==> src/rtl/ahb_arbiter.sv <==
// AHB bus arbiter: registered one-hot grant with a lock FSM (DEFAULT/GRANTED/LOCKED/LOCK_TAIL).
// Define ARB_ROUND_ROBIN_EN for round-robin arbitration; fixed lowest-index priority otherwise.
module ahb_arbiter #(
  parameter int MASTER_NUMBER = 4
) (
  input  logic                     hclk,
  input  logic                     hreset,
  input  logic [MASTER_NUMBER-1:0] hbusreq,
  input  logic [MASTER_NUMBER-1:0] hlock,
  input  logic [1:0]               htrans,
  input  logic                     hready,
  output logic [MASTER_NUMBER-1:0] hgrant,
  output logic [3:0]               hmaster,
  output logic                     hmastlock
);

  typedef enum logic [1:0] {DEFAULT, GRANTED, LOCKED, LOCK_TAIL} state_t;

  localparam logic [MASTER_NUMBER-1:0] DEF_GRANT = {1'b1, {(MASTER_NUMBER-1){1'b0}}};
  localparam logic [3:0]               DEF_IDX   = 4'(MASTER_NUMBER-1);

  state_t                   state, next_state;
  logic [MASTER_NUMBER-1:0] next_grant;
  logic [3:0]               grant_idx;
  logic [3:0]               win_idx;
  logic                     any_req;
  logic                     own_locked;
  logic                     take_arb;

  function automatic logic [3:0] lowest_idx(input logic [MASTER_NUMBER-1:0] v);
    logic [3:0] r;
    r = DEF_IDX;
    for (int i = MASTER_NUMBER-1; i >= 0; i--)
      if (v[i]) r = 4'(i);
    return r;
  endfunction

  assign any_req    = |hbusreq;
  // Lock is only honoured while the current owner keeps both its request and lock up.
  assign own_locked = |(hbusreq & hlock & hgrant);

  always_comb begin
    grant_idx = DEF_IDX;
    for (int i = 0; i < MASTER_NUMBER; i++)
      if (hgrant[i]) grant_idx = 4'(i);
  end

`ifdef ARB_ROUND_ROBIN_EN
  logic [3:0]               rr_ptr;
  logic [MASTER_NUMBER-1:0] rr_mask;

  // Requesters at or above the pointer win first; otherwise wrap to the lowest index.
  always_comb begin
    rr_mask = '0;
    for (int i = 0; i < MASTER_NUMBER; i++)
      rr_mask[i] = (4'(i) >= rr_ptr);
    win_idx = (|(hbusreq & rr_mask)) ? lowest_idx(hbusreq & rr_mask) : lowest_idx(hbusreq);
  end

  always_ff @(posedge hclk or negedge hreset) begin
    if (!hreset)
      rr_ptr <= '0;
    else if (hready && take_arb && any_req)
      rr_ptr <= (win_idx == DEF_IDX) ? 4'd0 : win_idx + 4'd1;
  end
`else
  assign win_idx = lowest_idx(hbusreq);
`endif

  always_ff @(posedge hclk or negedge hreset) begin
    if (!hreset) begin
      state     <= DEFAULT;
      hgrant    <= DEF_GRANT;
      hmaster   <= DEF_IDX;
      hmastlock <= 1'b0;
    end else if (hready) begin
      state     <= next_state;
      hgrant    <= next_grant;
      hmaster   <= grant_idx;
      hmastlock <= (|(hlock & hgrant)) && (htrans != 2'b00);
    end
  end

  always_comb begin
    next_state = state;
    take_arb   = 1'b0;
    case (state)
      DEFAULT, GRANTED: begin
        if (own_locked) next_state = LOCKED;
        else            take_arb   = 1'b1;
      end
      LOCKED:    if (!own_locked) next_state = LOCK_TAIL;
      LOCK_TAIL: take_arb = 1'b1;
      default:   take_arb = 1'b1;
    endcase
    if (take_arb)
      next_state = any_req ? GRANTED : DEFAULT;
  end

  always_comb begin
    next_grant = hgrant;
    if (take_arb) begin
      if (any_req) begin
        for (int i = 0; i < MASTER_NUMBER; i++)
          next_grant[i] = (4'(i) == win_idx);
      end else begin
        next_grant = DEF_GRANT;
      end
    end
  end

endmodule

==> config.mk <==
export PLATFORM = sky130hd
export DESIGN_NAME = ahb_arbiter
export DESIGN_NICKNAME = d
export VERILOG_FILES = /design/src/rtl/ahb_arbiter.sv
export SDC_FILE = /design/constraint.sdc
export NUM_CORES = 1
export LEC_CHECK = 0
export ABC_AREA = 1
export BUFFER_PORTS_ARGS = -buffer_cell sky130_fd_sc_hd__buf_2
export CAP_MARGIN = 15
export CORE_AREA = 4 4 41 43
export CTS_BUF_LIST = sky130_fd_sc_hd__clkbuf_8
export CTS_CLUSTER_SIZE = 24
export DETAILED_ROUTE_END_ITERATION = 8
export DIE_AREA = 0 0 45 47
export MAX_ROUTING_LAYER = met4
export PLACE_DENSITY = 0.7
export SYNTH_ARGS = -nofsm -noshare
export SYNTH_HDL_FRONTEND = slang
export SYNTH_SLANG_ARGS = --single-unit
==> constraint.sdc <==
create_clock -name hclk -period 1.2 [get_ports hclk]
set_input_delay 0.12 -clock hclk [delete_from_list [all_inputs] [get_ports hclk]]
set_output_delay 0.12 -clock hclk [all_outputs]
set_load 0.02 [all_outputs]
; Word-level counts from Yosys, hierarchy flattened
; Index checks and enable logic that the tools add are counted.
[totals]
output_inout_bits = 9
regBits = 11
in_bits = 13
[op_classes]
n_eq_ne = 8
n_reduce_logical = 11
mux = 15
bitwise = 3
[ops]
columns = cell, n
row1 = $mux 4, 5
row2 = $and 4x4->4, 3
row3 = $reduce_or 4->1, 3
row4 = $mux 2, 5
row5 = $eq 2x4->1 const A, 2
row6 = $ne 3x3->1 const B, 2
row7 = $eq 1x4->1 const A, 1
row8 = $eq 2x2->1 const B, 2
row9 = $logic_not 4->1, 1
row10 = $pmux 2 s2, 1
row11 = $reduce_and 4->1, 1
row12 = $mux 1, 3
row13 = $reduce_bool 3->1, 1
row14 = $eq 2x1->1 const B, 1
row15 = $logic_not 2->1, 1
row16 = $pmux 1 s2, 1
row17 = $reduce_and 2->1, 1
row18 = $reduce_bool 2->1, 1
row19 = $reduce_or 2->1, 1
row20 = $logic_and 1x1->1, 1

; Depth between registers and ports, before layout
[depth]
depth_word = 7
mapped_depth = 7

; Worst setup path before layout
; Ideal clock, no wire load.
[synth_path]
path_kind = flip-flop to flip-flop
from = register hgrant[2]
to = register hgrant[0]
path_slack_ns = 0.038
required_ns = 1.082
synth_period_minus_slack_ns = 1.162
arrival_ns = 1.045
setup_time_ns = 0.118
stages_incl_launch_ff = 7
cell_sequence = dfrtp_1 nand3_1 nand2_2 o21ai_4 nand2_4 nand2_1 nand2_1
[synth_via]
elab_chain_len = 5
[synth_rtl]
columns = element, line_no
row1 = from (decl), 12  ; output logic [MASTER_NUMBER-1:0] hgrant,
row2 = from (signal assigned), 78  ; hgrant <= next_grant;
row3 = $and 4x4->4, 40  ; assign own_locked = |(hbusreq & hlock & hgrant);
row4 = $reduce_or 4->1, 40
row5 = $mux 1, 89  ; if (own_locked) next_state = LOCKED;
row6 = $pmux 1 s2, 87  ; case (state)
row7 = $reduce_and 2->1 (no line), --
; Every way passes these cells.
; A chain may end at the register's enable or synchronous reset.

; Worst setup path after layout
[layout_path]
from = register hgrant[3]
to = register hgrant[1]
; Same word-level chain as after synthesis.

==> impl_metrics.py <==
metrics = {
    "outcome": {
        "status": "complete, no violations",
    },
    "routing": {
        "vias_per_cell": 5.00,
        "first_iter_violations": 8,
        "wl_per_cell_um": 11.6,
        "drc": 0,
        "routed_wl_mm": 1.28,
        "postRouteAntennaNets": 0,
        "drtPass1Iterations": 4,
        "num_vias": 550,
    },
    "clock_tree": {
        "cts_tree": "done",
        "clk_path_buf_depth": 2,
        "cts_buffers": 3,
        "clockRootBuffer": "clkbuf_8",
        "cts.sinks": 9,
        "clk_latency_ps": 230,
        "h-tree-depth": 1,
        "clk_pin_slew_ps": 50,
        "cts_setup_buffers": 0,
        "ctsResizeCount": 0,
    },
    "worst_setup_path": {
        "critPathSlowestCell": "dfstp_2",
        "critPathTopFamily": "flip-flops",
        "path_cells": "nand3_1 -> nand2_2 -> o21ai_4 -> nand3_1 -> nand2_1",
        "slowest_delay_ps": 560,
        "crit_type": "reg2reg",
        "reg2reg_depth": 5,
        "cp_num_cells": 5,
        "path_buf_inv": 0,
        "required_ps": 1320,
        "worst_path_most_repeated_cell": "nand3_1",
        "cp_max_fo": 6,
        "cp-start-kind": "flip-flop",
        "reg2reg_slack_ps": 100,
        "crit_arrival_ps": 1230,
        "end_kind": "flip-flop",
    },
    "placed_design": {
        "place_area_sq_um": 656,
        "dp_hpwl_mm": 1.01,
        "dp_slack_ps": 106,
        "portBuffers": 19,
        "dp_cells": 105,
        "globalplace.congestion": 0.817,
    },
    "yosys": {
        "yosysSeqAreaShare_pct": 43.2,
        "ys_ff_latch": 9,
        "syn_inst": 69,
        "netlist_area_sq_um": 531,
        "yosys.cell_types.count": 22,
        "syn_avg_cell_area_sq_um": 7.69,
        "ys_warn_count": 0,
    },
    "job": {
        "cap_violations": 0,
    },
    "sta": {
        "fin_crit_ps": 1100,
        "worst_hold_slack_ps": 173,
        "report.final.setup_viol": 0,
        "finalCritPeriodShare_pct": 92.0,
        "slew_violations": 0,
        "fmax_ghz": 0.906,
        "fin_ws_ps": 96.5,
        "fin_worst_skew_ps": 2.63,
        "rsz0062_at_grt": "false",
        "hold_viol": 0,
        "tns_ps": 0,
    },
    "die": {
        "pin_count": 22,
        "initial_core_util_pct": 40.8,
        "core_sq_mm": 0.00130,
        "dieHeight_um": 47,
        "num_rows": 13,
        "die_w_um": 45,
        "die-area_sq_mm": 0.00212,
    },
    "power": {
        "irDropWorstVdd_mv": 0.738,
        "powerDensity_mw_per_mm2": 1630,
        "finalPower_mw": 1.16,
        "p_leak_nw": 0.385,
    },
    "global_routing": {
        "gr-usage-all-layers_pct": 14.4,
        "grt_pass1_wl_mm": 2.01,
        "grt_max_degree": 10,
        "grt_pass1_vias": 463,
        "antenna_found_initial": 0,
        "gr-total-overflow": 0,
    },
    "finish": {
        "stdcell_count": 110,
        "layout_common_cells": "nand2_1 (19), buf_2 (19), nand3_1 (8), inv_1 (7)",
        "post-route-util_pct": 54.6,
        "fin_area_sq_um": 711,
        "fin_nets": 109,
        "antennaDiodeCount": 0,
        "drive_above_1_share_pct": 36.8,
        "synthToLayoutAreaGrowth_pct": 34.0,
    },
    "hold_path": {
        "hold_path_depth": 3,
        "hp-class": "in2reg",
    },
}
## tightest hold or removal path: stages
cell     delay, ps
buf_2          110
nand3_1         70
nand2_1         60
## timing repair
item | in CTS | in global routing
hold endpoints to repair | 9 | 0
hold buffers | 1 | 0
setup endpoints to repair | 0 | 0
## kinds of logic after synthesis
kind of cell | count (synthesis) | synth area share [%]
AO/OA/AOI/OAI | 10 | 14.2
buffers and inverters | 10 | 8.72
flip-flops | 9 | 43.2
other | 1 | 0.707
AND/OR/NAND/NOR | 39 | 33.3
## metal layers
layer  up-vias  track usage (%)  wire length, um
li1        268                -                -
met1       259             18.8              585
met2        21             19.8              592
met3         2             4.60               94
met4         0             7.02                8
met5         -                -                0
## registers in the layout (all words and copies together), names as in the netlist
| signal | cells |
|---|---|
| hgrant | 4 |
| hmaster | 2 |
| hmastlock | 1 |
| state | 2 |
## area by class of cell
cell class,instances,area [sq um]
Tap cell,15,18.8
Clock inverter,1,3.75
Inverter,8,31.3
Sequential cell,9,229
Fill cell,136,591
Multi-Input combinational cell,51,259
Clock buffer,3,41.3
Timing Repair Buffer,23,128
## synth_stat cells
| cell | n | area, sq um |
|---|---|---|
| nand2_4 | 1 | 11.3 |
| a21oi_4 | 1 | 16.3 |
| or2_1 | 2 | 12.5 |
| nand4_1 | 1 | 6.26 |
| inv_1 | 6 | 22.5 |
| o21ai_1 | 1 | 5.00 |
| clkinv_2 | 1 | 5.00 |
| inv_2 | 1 | 3.75 |
| a21oi_1 | 3 | 15.0 |
| nand2_2 | 1 | 6.26 |
| nand2_1 | 19 | 71.3 |
| o21ai_0 | 2 | 10.0 |
| o22ai_1 | 1 | 6.26 |
| conb_1 | 1 | 3.75 |
| nor2_1 | 6 | 22.5 |
| nand3_1 | 8 | 40.0 |
| nor2_2 | 1 | 6.26 |
| dfrtp_1 | 6 | 150 |
| dfstp_2 | 3 | 78.8 |
| buf_4 | 2 | 15.0 |
| o21ai_4 | 1 | 16.3 |
| a31oi_1 | 1 | 6.26 |
## path summary, 6_finish.rpt
check,start,endpoint
worst max-delay path,hgrant[3]$_DFFE_PN1P_,hgrant[1]$_DFFE_PN0P_
worst min-delay path,hbusreq[0],hgrant[0]$_DFFE_PN0P_
worst max register to register,hgrant[3]$_DFFE_PN1P_,hgrant[1]$_DFFE_PN0P_
worst min register to register,hmaster[1]$_DFFE_PN1P_,hmaster[1]$_DFFE_PN1P_
max in group asynchronous,hreset,hmaster[0]$_DFFE_PN1P_
min in group asynchronous,hreset,state[0]$_DFFE_PN0P_
## power breakdown
group	internal [mW]	switching (mW)
Clock	0.223	0.121
Sequential	0.385	0.0428
Combinational	0.148	0.239
Power figures use the tool's default switching activity.
